--- src/rtl/systolic_feeder_if.sv ---
// Source beat handshake into systolic_feeder: one A column and one B row per accepted beat.
interface systolic_feeder_if #(
    parameter int DIMENSION = 4,
    parameter int I_BITS    = 8
);
    logic                        valid;
    logic                        ready;
    logic [DIMENSION*I_BITS-1:0] a;
    logic [DIMENSION*I_BITS-1:0] b;

    modport master (output valid, output a, output b, input ready);
    modport slave  (input valid, input a, input b, output ready);
endinterface

--- src/rtl/systolic_feeder.sv ---
// Operand feeder for a DIMENSION x DIMENSION PE array: reset beat, skewed data lanes, drain, done.
// Optional FEEDER_STALL_CNT_EN adds o_stall_cnt (mid-matrix stall cycles, saturating).
module systolic_feeder #(
    parameter int DIMENSION = 4,
    parameter int I_BITS    = 8
) (
    input  logic                        i_clock,
    input  logic                        i_reset,
    systolic_feeder_if.slave            s,
    output logic                        o_step,
    output logic [DIMENSION*I_BITS-1:0] o_a,
    output logic [DIMENSION*I_BITS-1:0] o_b,
    output logic [DIMENSION-1:0]        o_a_reset,
    output logic [DIMENSION-1:0]        o_b_reset,
    output logic                        o_busy,
`ifdef FEEDER_STALL_CNT_EN
    output logic [15:0]                 o_stall_cnt,
`endif
    output logic                        o_done
);
    localparam int BEAT_W  = (DIMENSION > 1) ? $clog2(DIMENSION) : 1;
    localparam int DRAIN_W = $clog2(2 * DIMENSION);
    localparam logic [BEAT_W-1:0]  BEAT_LAST  = BEAT_W'(DIMENSION - 1);
    localparam logic [DRAIN_W-1:0] DRAIN_LAST = DRAIN_W'(2 * (DIMENSION - 1));
    localparam logic [DRAIN_W-1:0] DRAIN_FIN  = DRAIN_W'(2 * (DIMENSION - 1) - 1);

    typedef enum logic [1:0] {ST_IDLE, ST_RST, ST_STREAM, ST_DRAIN} state_t;

    state_t               state_reg;
    logic [BEAT_W-1:0]    beat_cnt_reg;
    logic [DRAIN_W-1:0]   drain_cnt_reg;
    logic                 step_reg;
    logic                 done_arm_reg;
    logic                 done_reg;

    logic                 advance;
    logic                 head_rst;
    logic                 head_use_src;

    // Decides whether the lanes shift this cycle and what enters their head stage.
    always_comb begin
        advance      = 1'b0;
        head_rst     = 1'b0;
        head_use_src = 1'b0;
        case (state_reg)
            ST_RST: begin
                advance  = 1'b1;
                head_rst = 1'b1;
            end
            ST_STREAM: begin
                advance      = s.valid;
                head_use_src = 1'b1;
            end
            ST_DRAIN: advance = 1'b1;
            default: ;
        endcase
    end

    always_ff @(posedge i_clock) begin
        if (!i_reset) begin
            state_reg     <= ST_IDLE;
            beat_cnt_reg  <= '0;
            drain_cnt_reg <= '0;
            step_reg      <= 1'b0;
            done_arm_reg  <= 1'b0;
            done_reg      <= 1'b0;
        end else begin
            step_reg     <= advance;
            done_reg     <= done_arm_reg;
            done_arm_reg <= 1'b0;
            case (state_reg)
                ST_IDLE: begin
                    if (s.valid) state_reg <= ST_RST;
                end
                ST_RST: begin
                    beat_cnt_reg <= '0;
                    state_reg    <= ST_STREAM;
                end
                ST_STREAM: begin
                    // A beat at the matrix boundary keeps streaming; only an empty boundary drains.
                    if (s.valid) begin
                        beat_cnt_reg <= (beat_cnt_reg == BEAT_LAST) ? '0 : beat_cnt_reg + 1'b1;
                    end else if (beat_cnt_reg == '0) begin
                        drain_cnt_reg <= '0;
                        state_reg     <= ST_DRAIN;
                    end
                end
                ST_DRAIN: begin
                    if (drain_cnt_reg != DRAIN_LAST) drain_cnt_reg <= drain_cnt_reg + 1'b1;
                    if (drain_cnt_reg == DRAIN_FIN) begin
                        state_reg    <= ST_IDLE;
                        done_arm_reg <= 1'b1;
                    end
                end
                default: state_reg <= ST_IDLE;
            endcase
        end
    end

    assign s.ready = (state_reg == ST_STREAM);
    assign o_busy  = (state_reg != ST_IDLE);
    assign o_step  = step_reg;
    assign o_done  = done_reg;

    // Lane gi is gi+1 stages deep, giving the diagonal skew the array needs.
    genvar gi;
    generate
        for (gi = 0; gi < DIMENSION; gi++) begin : g_lane
            logic [I_BITS:0] a_line_reg [0:gi];
            logic [I_BITS:0] b_line_reg [0:gi];
            logic [I_BITS:0] a_head;
            logic [I_BITS:0] b_head;

            assign a_head = head_use_src ? {1'b0, s.a[gi*I_BITS +: I_BITS]} : {head_rst, {I_BITS{1'b0}}};
            assign b_head = head_use_src ? {1'b0, s.b[gi*I_BITS +: I_BITS]} : {head_rst, {I_BITS{1'b0}}};

            always_ff @(posedge i_clock) begin
                if (!i_reset) begin
                    for (int j = 0; j <= gi; j++) begin
                        a_line_reg[j] <= '0;
                        b_line_reg[j] <= '0;
                    end
                end else if (advance) begin
                    a_line_reg[0] <= a_head;
                    b_line_reg[0] <= b_head;
                    for (int j = 1; j <= gi; j++) begin
                        a_line_reg[j] <= a_line_reg[j-1];
                        b_line_reg[j] <= b_line_reg[j-1];
                    end
                end
            end

            assign o_a[gi*I_BITS +: I_BITS] = a_line_reg[gi][I_BITS-1:0];
            assign o_b[gi*I_BITS +: I_BITS] = b_line_reg[gi][I_BITS-1:0];
            assign o_a_reset[gi]            = a_line_reg[gi][I_BITS];
            assign o_b_reset[gi]            = b_line_reg[gi][I_BITS];
        end
    endgenerate

`ifdef FEEDER_STALL_CNT_EN
    logic [15:0] stall_cnt_reg;

    always_ff @(posedge i_clock) begin
        if (!i_reset || state_reg == ST_RST) begin
            stall_cnt_reg <= '0;
        end else if (state_reg == ST_STREAM && beat_cnt_reg != '0 && !s.valid
                     && stall_cnt_reg != 16'hFFFF) begin
            stall_cnt_reg <= stall_cnt_reg + 16'd1;
        end
    end

    assign o_stall_cnt = stall_cnt_reg;
`endif
endmodule

--- src/flat_wrapper.sv ---
// flat-port wrapper written by rule: the top's interface ports become plain ports
module systolic_feeder_flat 
#(
    parameter int DIMENSION = 4,
    parameter int I_BITS    = 8
)
  (i_clock, i_reset, o_step, o_a, o_b, o_a_reset, o_b_reset, o_busy, o_done, s_valid, s_a, s_b, s_ready);
  systolic_feeder_if #(.DIMENSION(DIMENSION), .I_BITS(I_BITS)) s_i ();
  input  logic i_clock;
  input  logic i_reset;
  output logic o_step;
  output logic [DIMENSION*I_BITS-1:0] o_a;
  output logic [DIMENSION*I_BITS-1:0] o_b;
  output logic [DIMENSION-1:0] o_a_reset;
  output logic [DIMENSION-1:0] o_b_reset;
  output logic o_busy;
  output logic o_done;
  input wire logic [$bits(s_i.valid)-1:0] s_valid;
  input wire logic [$bits(s_i.a)-1:0] s_a;
  input wire logic [$bits(s_i.b)-1:0] s_b;
  output wire logic [$bits(s_i.ready)-1:0] s_ready;
  assign s_i.valid = s_valid;
  assign s_i.a = s_a;
  assign s_i.b = s_b;
  assign s_ready = s_i.ready;
  systolic_feeder #(.DIMENSION(DIMENSION), .I_BITS(I_BITS)) u_core (.i_clock(i_clock), .i_reset(i_reset), .s(s_i), .o_step(o_step), .o_a(o_a), .o_b(o_b), .o_a_reset(o_a_reset), .o_b_reset(o_b_reset), .o_busy(o_busy), .o_done(o_done));
endmodule
--- config.mk ---
export PLATFORM = sky130hd
export DESIGN_NAME = systolic_feeder_flat
export DESIGN_NICKNAME = d
export VERILOG_FILES = /design/src/rtl/systolic_feeder_if.sv /design/src/rtl/systolic_feeder.sv /design/src/flat_wrapper.sv
export SDC_FILE = /design/constraint.sdc
export NUM_CORES = 1
export LEC_CHECK = 0
export CAP_MARGIN = 20
export CORE_AREA = 2 2 116 140
export DETAILED_ROUTE_END_ITERATION = 8
export DIE_AREA = 0 0 118 142
export HOLD_SLACK_MARGIN = 0.15
export PLACE_DENSITY = 0.75
export REMOVE_ABC_BUFFERS = 1
export SYNTH_ARGS = -nofsm -noshare
export SYNTH_HDL_FRONTEND = slang
export SYNTH_SLANG_ARGS = --single-unit
--- constraint.sdc ---
create_clock -name i_clock -period 16.25 [get_ports i_clock]
set_input_delay 4.0625 -clock i_clock [delete_from_list [all_inputs] [get_ports i_clock]]
set_output_delay 4.0625 -clock i_clock [all_outputs]
set_load 0.1 [all_outputs]
### Yosys cells after proc, flatten, opt, wreduce, memory -nomap -nowiden

Memory sizes are Yosys's and may differ from the RTL's.
Index checks and enable logic that the tools add are counted.

| word-level totals | value |
|---|---|
| bits in registers | 10 |
| bits in writable memories | 180 |
| bits of input ports | 67 |
| output and inout port bits | 76 |
| logic and storage cells | 108 |
| memories | 8 |

Memories:

| name | words | width | rd ports | clocked after memory_dff | wr ports | line | RTL |
|---|---|---|---|---|---|---|---|
| u_core.g_lane[3].a_line_reg | 4 | 9 | 4 | 0 | 4 | systolic_feeder.sv:109 | `logic [I_BITS:0] a_line_reg [0:gi];` |
| u_core.g_lane[3].b_line_reg | 4 | 9 | 4 | 0 | 4 | systolic_feeder.sv:110 | `logic [I_BITS:0] b_line_reg [0:gi];` |
| u_core.g_lane[2].a_line_reg | 3 | 9 | 3 | 0 | 3 | systolic_feeder.sv:109 |  |
| u_core.g_lane[2].b_line_reg | 3 | 9 | 3 | 0 | 3 | systolic_feeder.sv:110 |  |
| u_core.g_lane[1].a_line_reg | 2 | 9 | 2 | 0 | 2 | systolic_feeder.sv:109 |  |
| u_core.g_lane[1].b_line_reg | 2 | 9 | 2 | 0 | 2 | systolic_feeder.sv:110 |  |
| 2 more memories | - | - | - | - | - | - |  |

| cells by class | value |
|---|---|
| $add $sub $neg | 2 |
| equality and inequality tests | 12 |
| mux-type cells | 50 |
| bitwise logic cells | 18 |
| reduce and logical (&&, ||, !) cells | 12 |

Operators with widths:

| operator | count |
|---|---|
| 9-bit 2-to-1 mux | 28 |
| 1-bit bitwise OR | 18 |
| 9-bit OR reduction | 2 |
| 2-bit 2-to-1 mux | 6 |
| 1-bit 2-to-1 mux | 9 |
| 3-bit 2-to-1 mux | 3 |
| 2-bit one-hot mux with 4 select lines | 1 |
| 4-bit AND reduction | 2 |
| 2-bit == test, second input constant | 3 |
| 2-bit by 1-bit inequality test with 1-bit output, second input constant | 3 |
| 2-bit inequality test, second input constant | 3 |
| 3-bit one-hot mux with 2 select lines | 1 |
| 2-bit nonzero test | 3 |
| 2-bit zero test | 2 |
| 2-bit one-hot mux with 2 select lines | 1 |
| 2-bit AND reduction | 2 |
| 3-bit by 1-bit adder with 3-bit output, second input constant | 1 |
| 3-bit == test, second input constant | 1 |
| 3-bit inequality test, second input constant | 1 |
| 2-bit by 1-bit adder with 2-bit output, second input constant | 1 |
| 2-bit by 1-bit == test with 1-bit output, second input constant | 1 |
| 1-bit one-hot mux with 2 select lines | 1 |
| 2-bit OR reduction | 1 |

### Depth between registers and ports, before layout

| logic depth | value |
|---|---|
| depth after elaboration | 8 |
| gate-level depth with buffers | 7 |
| mapped depth without buffers | 5 |

### Worst setup path before layout

OpenSTA, ideal clock, no wires.

| timing | value |
|---|---|
| path type | input port to flip-flop |
| from | input s_valid |
| to | memory u_core.g_lane[0].a_line_reg[0][0] (netlist name), enable pin |
| arrival time | 15.671 ns |
| required time | 15.334 ns |
| path slack | -0.337 ns |
| stages on the path | 2 |
| buffers on the path | 0 |
| path through | a211oi_1 -> o21ai_0 |

| between the ends | value |
|---|---|
| longest elaborated chain between the ends | 6 |

RTL lines:

| item | line | RTL |
|---|---|---|
| start: declaration | flat_wrapper.sv:18 | `input wire logic [$bits(s_i.valid)-1:0] s_valid;` |
| 1-bit one-hot mux with 2 select lines (*) | systolic_feeder.sv:45 | `case (state_reg)` |
| 1-bit 2-to-1 mux (*) | systolic_feeder.sv:123 | `end else if (advance) begin` |
| 1-bit 2-to-1 mux (*) | systolic_feeder.sv:118 | `if (!i_reset) begin` |
| 1-bit 2-to-1 mux (not written as such) (*) | systolic_feeder.sv:124 | `a_line_reg[0] <= a_head;` |
| 9-bit OR reduction (no line) | - |  |
| 1-bit 2-to-1 mux (no line) (*) | - |  |
| end: declaration | systolic_feeder.sv:109 |  |

Mark *: on every way between the ends. The rest lies on a longest branch, timed or not.

### Worst setup path in the final report

| timing | value |
|---|---|
| from | register u_core.state_reg[0] |
| to | output s_ready |

| between the ends | value |
|---|---|
| longest elaborated chain between the ends | 1 |

RTL lines:

| item | line | RTL |
|---|---|---|
| start: declaration | systolic_feeder.sv:29 | `state_t state_reg;` |
| start signal: assignment | systolic_feeder.sv:61 | `state_reg <= ST_IDLE;` |
| start signal: assignment | systolic_feeder.sv:73 | `if (s.valid) state_reg <= ST_RST;` |
| start signal: assignment | systolic_feeder.sv:77 | `state_reg <= ST_STREAM;` |
| 2-bit == test | systolic_feeder.sv:100 | `assign s.ready = (state_reg == ST_STREAM);` |
| end: declaration | flat_wrapper.sv:21 | `output wire logic [$bits(s_i.ready)-1:0] s_ready;` |

Every way passes these cells.

==> impl_metrics.tcl <==
set metrics [dict create \
    ys_warn_count 0 \
    grt_pass1_wl_mm 16.9 \
    hold_viol_final 0 \
    synth_fa_ha_area_share_pct 1.80 \
    grt_setup_unrepaired "no" \
    finalCritPeriodShare_pct 41.0 \
    final_nets 638 \
    avgSynthCellArea_sq_um 15.3 \
    clock_sinks 174 \
    synth_seq_cells 174 \
    coreArea_sq_mm 0.0155 \
    hold_buffers 0 \
    ir_worst_vdd_mv 0.102 \
    synth_xor_area_share_pct 0 \
    synth_commonest_cells "and2_1, edfxtp_1, buf_4" \
    post-route-drc-count 0 \
    power.density_mw_per_mm2 167 \
    drive_gt1_share_pct 6.98 \
    drtPass1Iterations 4 \
    cp_data_arrival_time_ps 2590 \
    routed_via_density 4.52 \
    cts_tree "yes" \
    ys_seq_area_share_pct 73.6 \
    critPathLaunchType "flop" \
    synth_area_sq_mm 0.00697 \
    largest_reg_flops 83 \
    dieArea_sq_mm 0.0168 \
    status "complete, no violations" \
    clock_latency_ps 420 \
    async_flop_share_pct 0 \
    synthMuxAreaShare_pct 0.718 \
    ios 143 \
    synth-edff-count 164 \
    reg2reg_slack_ps 12850 \
    antenna_found_initial 1 \
    drv_cap 0 \
    finalPower_w 0.00149 \
    hpwlAfterDp_mm 6.64 \
    numPortBuffers 142 \
    yosys-top-cells-area "edfxtp_1, and2_1, buf_4, dfxtp_1, ha_1" \
    finalSetupTns_ps 0 \
    worst_pin_slew_ps 1040 \
    crit_chain "inv_1 -> ha_1 -> clkdlybuf4s50_1" \
    clockBufferDepth 2 \
    whs_ps 437 \
    max_stage_delay_ps 1240 \
    wirelength_mm 10.7 \
    leakage_nw 3.35 \
    htreeDepth 4 \
    die_w_um 118 \
    slew_headroom_pct 30.7 \
    grt_pass1_vias 3500 \
    rows 50 \
    drtIter0Drc 241 \
    ys.flop_type "edfxtp_1" \
    worst-path-max-fanout 14 \
    synth-simple-area-share_pct 16.6 \
    yosys.cell_types.count 30 \
    syn_to_final_growth_pct 28.8 \
    start_util_pct 45.1 \
    finalCriticalPeriod_ps 6660 \
    path_class "reg2out" \
    end_kind "output port" \
    grtUsageTotal_pct 13.2 \
    skew_ps 7.06 \
    yosysTopAreaCellShare_pct 70.7 \
    postSynthCellCount 455 \
    slew_violations 0 \
    overflow 0 \
    wire_per_inst_um 13.7 \
    num_vias 3538 \
    synth_compound_area_share_pct 1.11 \
    ant_nets 0 \
    post_cts_buffers 0 \
    synth_top_family_by_area "simple AND/OR/NAND/NOR gates" \
    hp-class "reg2reg" \
    cp_data_required_time_ps 12190 \
    routabilityCongestion 0.683 \
    synth_top_area_cell "edfxtp_1" \
    slowest_stage "clkdlybuf4s50_1" \
    ctsResizeCount 0 \
    clockRootBuffer "clkbuf_16" \
    grt_max_degree 102 \
    die_y_um 142 \
    timing.fmax_mhz 150 \
    cts_made_buffers 17 \
    clk_pin_slew_ps 60 \
    setup_viol 0 \
]
==> kinds of logic (layout without fill, tap and decap cells) <==
kind of cell | count (synthesis) | in the layout
adder cells (fa/ha/maj) | 10 | 10
flip-flops | 174 | 174
other | 0 | 1
multiplexers | 5 | 5
AO/OA/AOI/OAI | 10 | 10
buffers and inverters | 69 | 187
AND/OR/NAND/NOR | 187 | 187
==> routing by layer <==
metal	share of wire [%]	global-route usage (%)	wire length, um
met4	2.5	6.09	267
met3	7.5	5.85	799
met5	0	0	0
met1	38	14.1	4040
met2	52	22.5	5600
==> path summary, 6_finish.rpt <==
kind / start / end / cells past startpoint
setup / recovery: u_core.state_reg[0] / s_ready / 3
hold / removal: u_core.done_arm_reg / u_core.o_done / 1
setup reg to reg: u_core.state_reg[0] / u_core.g_lane[3].a_line_reg[2][2] / 7
hold reg to reg: u_core.done_arm_reg / u_core.o_done / 1
==> worst max-delay path: cells and delay by family, from the launching register on <==
kind | cells | cell delay, ps
adder cells (fa/ha/maj) | 1 | 480
buffers and inverters | 2 | 1360
flip-flops | 1 | 340
==> cells in the final DEF, fill, tap and decap left out, types with 2 or more instances in the layout <==
cell type,synthesis,routed
and2_1,164,164
edfxtp_1,164,164
clkdlybuf4s50_1,0,142
clkbuf_16,0,17
ha_1,10,10
dfxtp_1,10,10
inv_1,9,9
nand2_1,8,8
mux2i_1,5,5
bufinv_16,0,4
nor2_1,3,3
clkinvlp_4,0,3
inv_6,0,3
buf_4,41,3
a211oi_1,2,2
nand2b_1,2,2
a32oi_1,2,2
nor2b_1,2,2
clkinv_4,0,2
inv_8,0,2
==> through the flow <==
stage | cells | utilization, % | worst slack (ps) | instance area [sq um]
after global routing | 781 | 58.1 | 9450 | 8970
after global placement | 748 | 53.6 | 9180 | 8290
after detailed placement | 748 | 53.6 | 9050 | 8290
after floorplan | 395 | - | -352 | 6570
final | 782 | 58.1 | 9590 | 8970
after CTS | 779 | 57.7 | 9490 | 8920
==> where the power goes <==
part | total (W) | leakage (nW) | switching, W | internal (W)
sequential | 0.000613 | 1.80 | 0.0000202 | 0.000593
combinational | 0.000453 | 1.25 | 0.000353 | 0.000100
clock | 0.000428 | 0.300 | 0.000168 | 0.000260
==> final cells by class <==
class                      count  area [sq um]
fill                        1203          6480
antenna                        1          2.50
clock inverter                14           209
multi-input combinational    212          1430
timing repair buffer         147          1490
sequential                   174          5120
clock buffer                  17           425
tap                          208           260
inverter                       9          33.8
No activity file was read; power rests on OpenSTA's default activity.
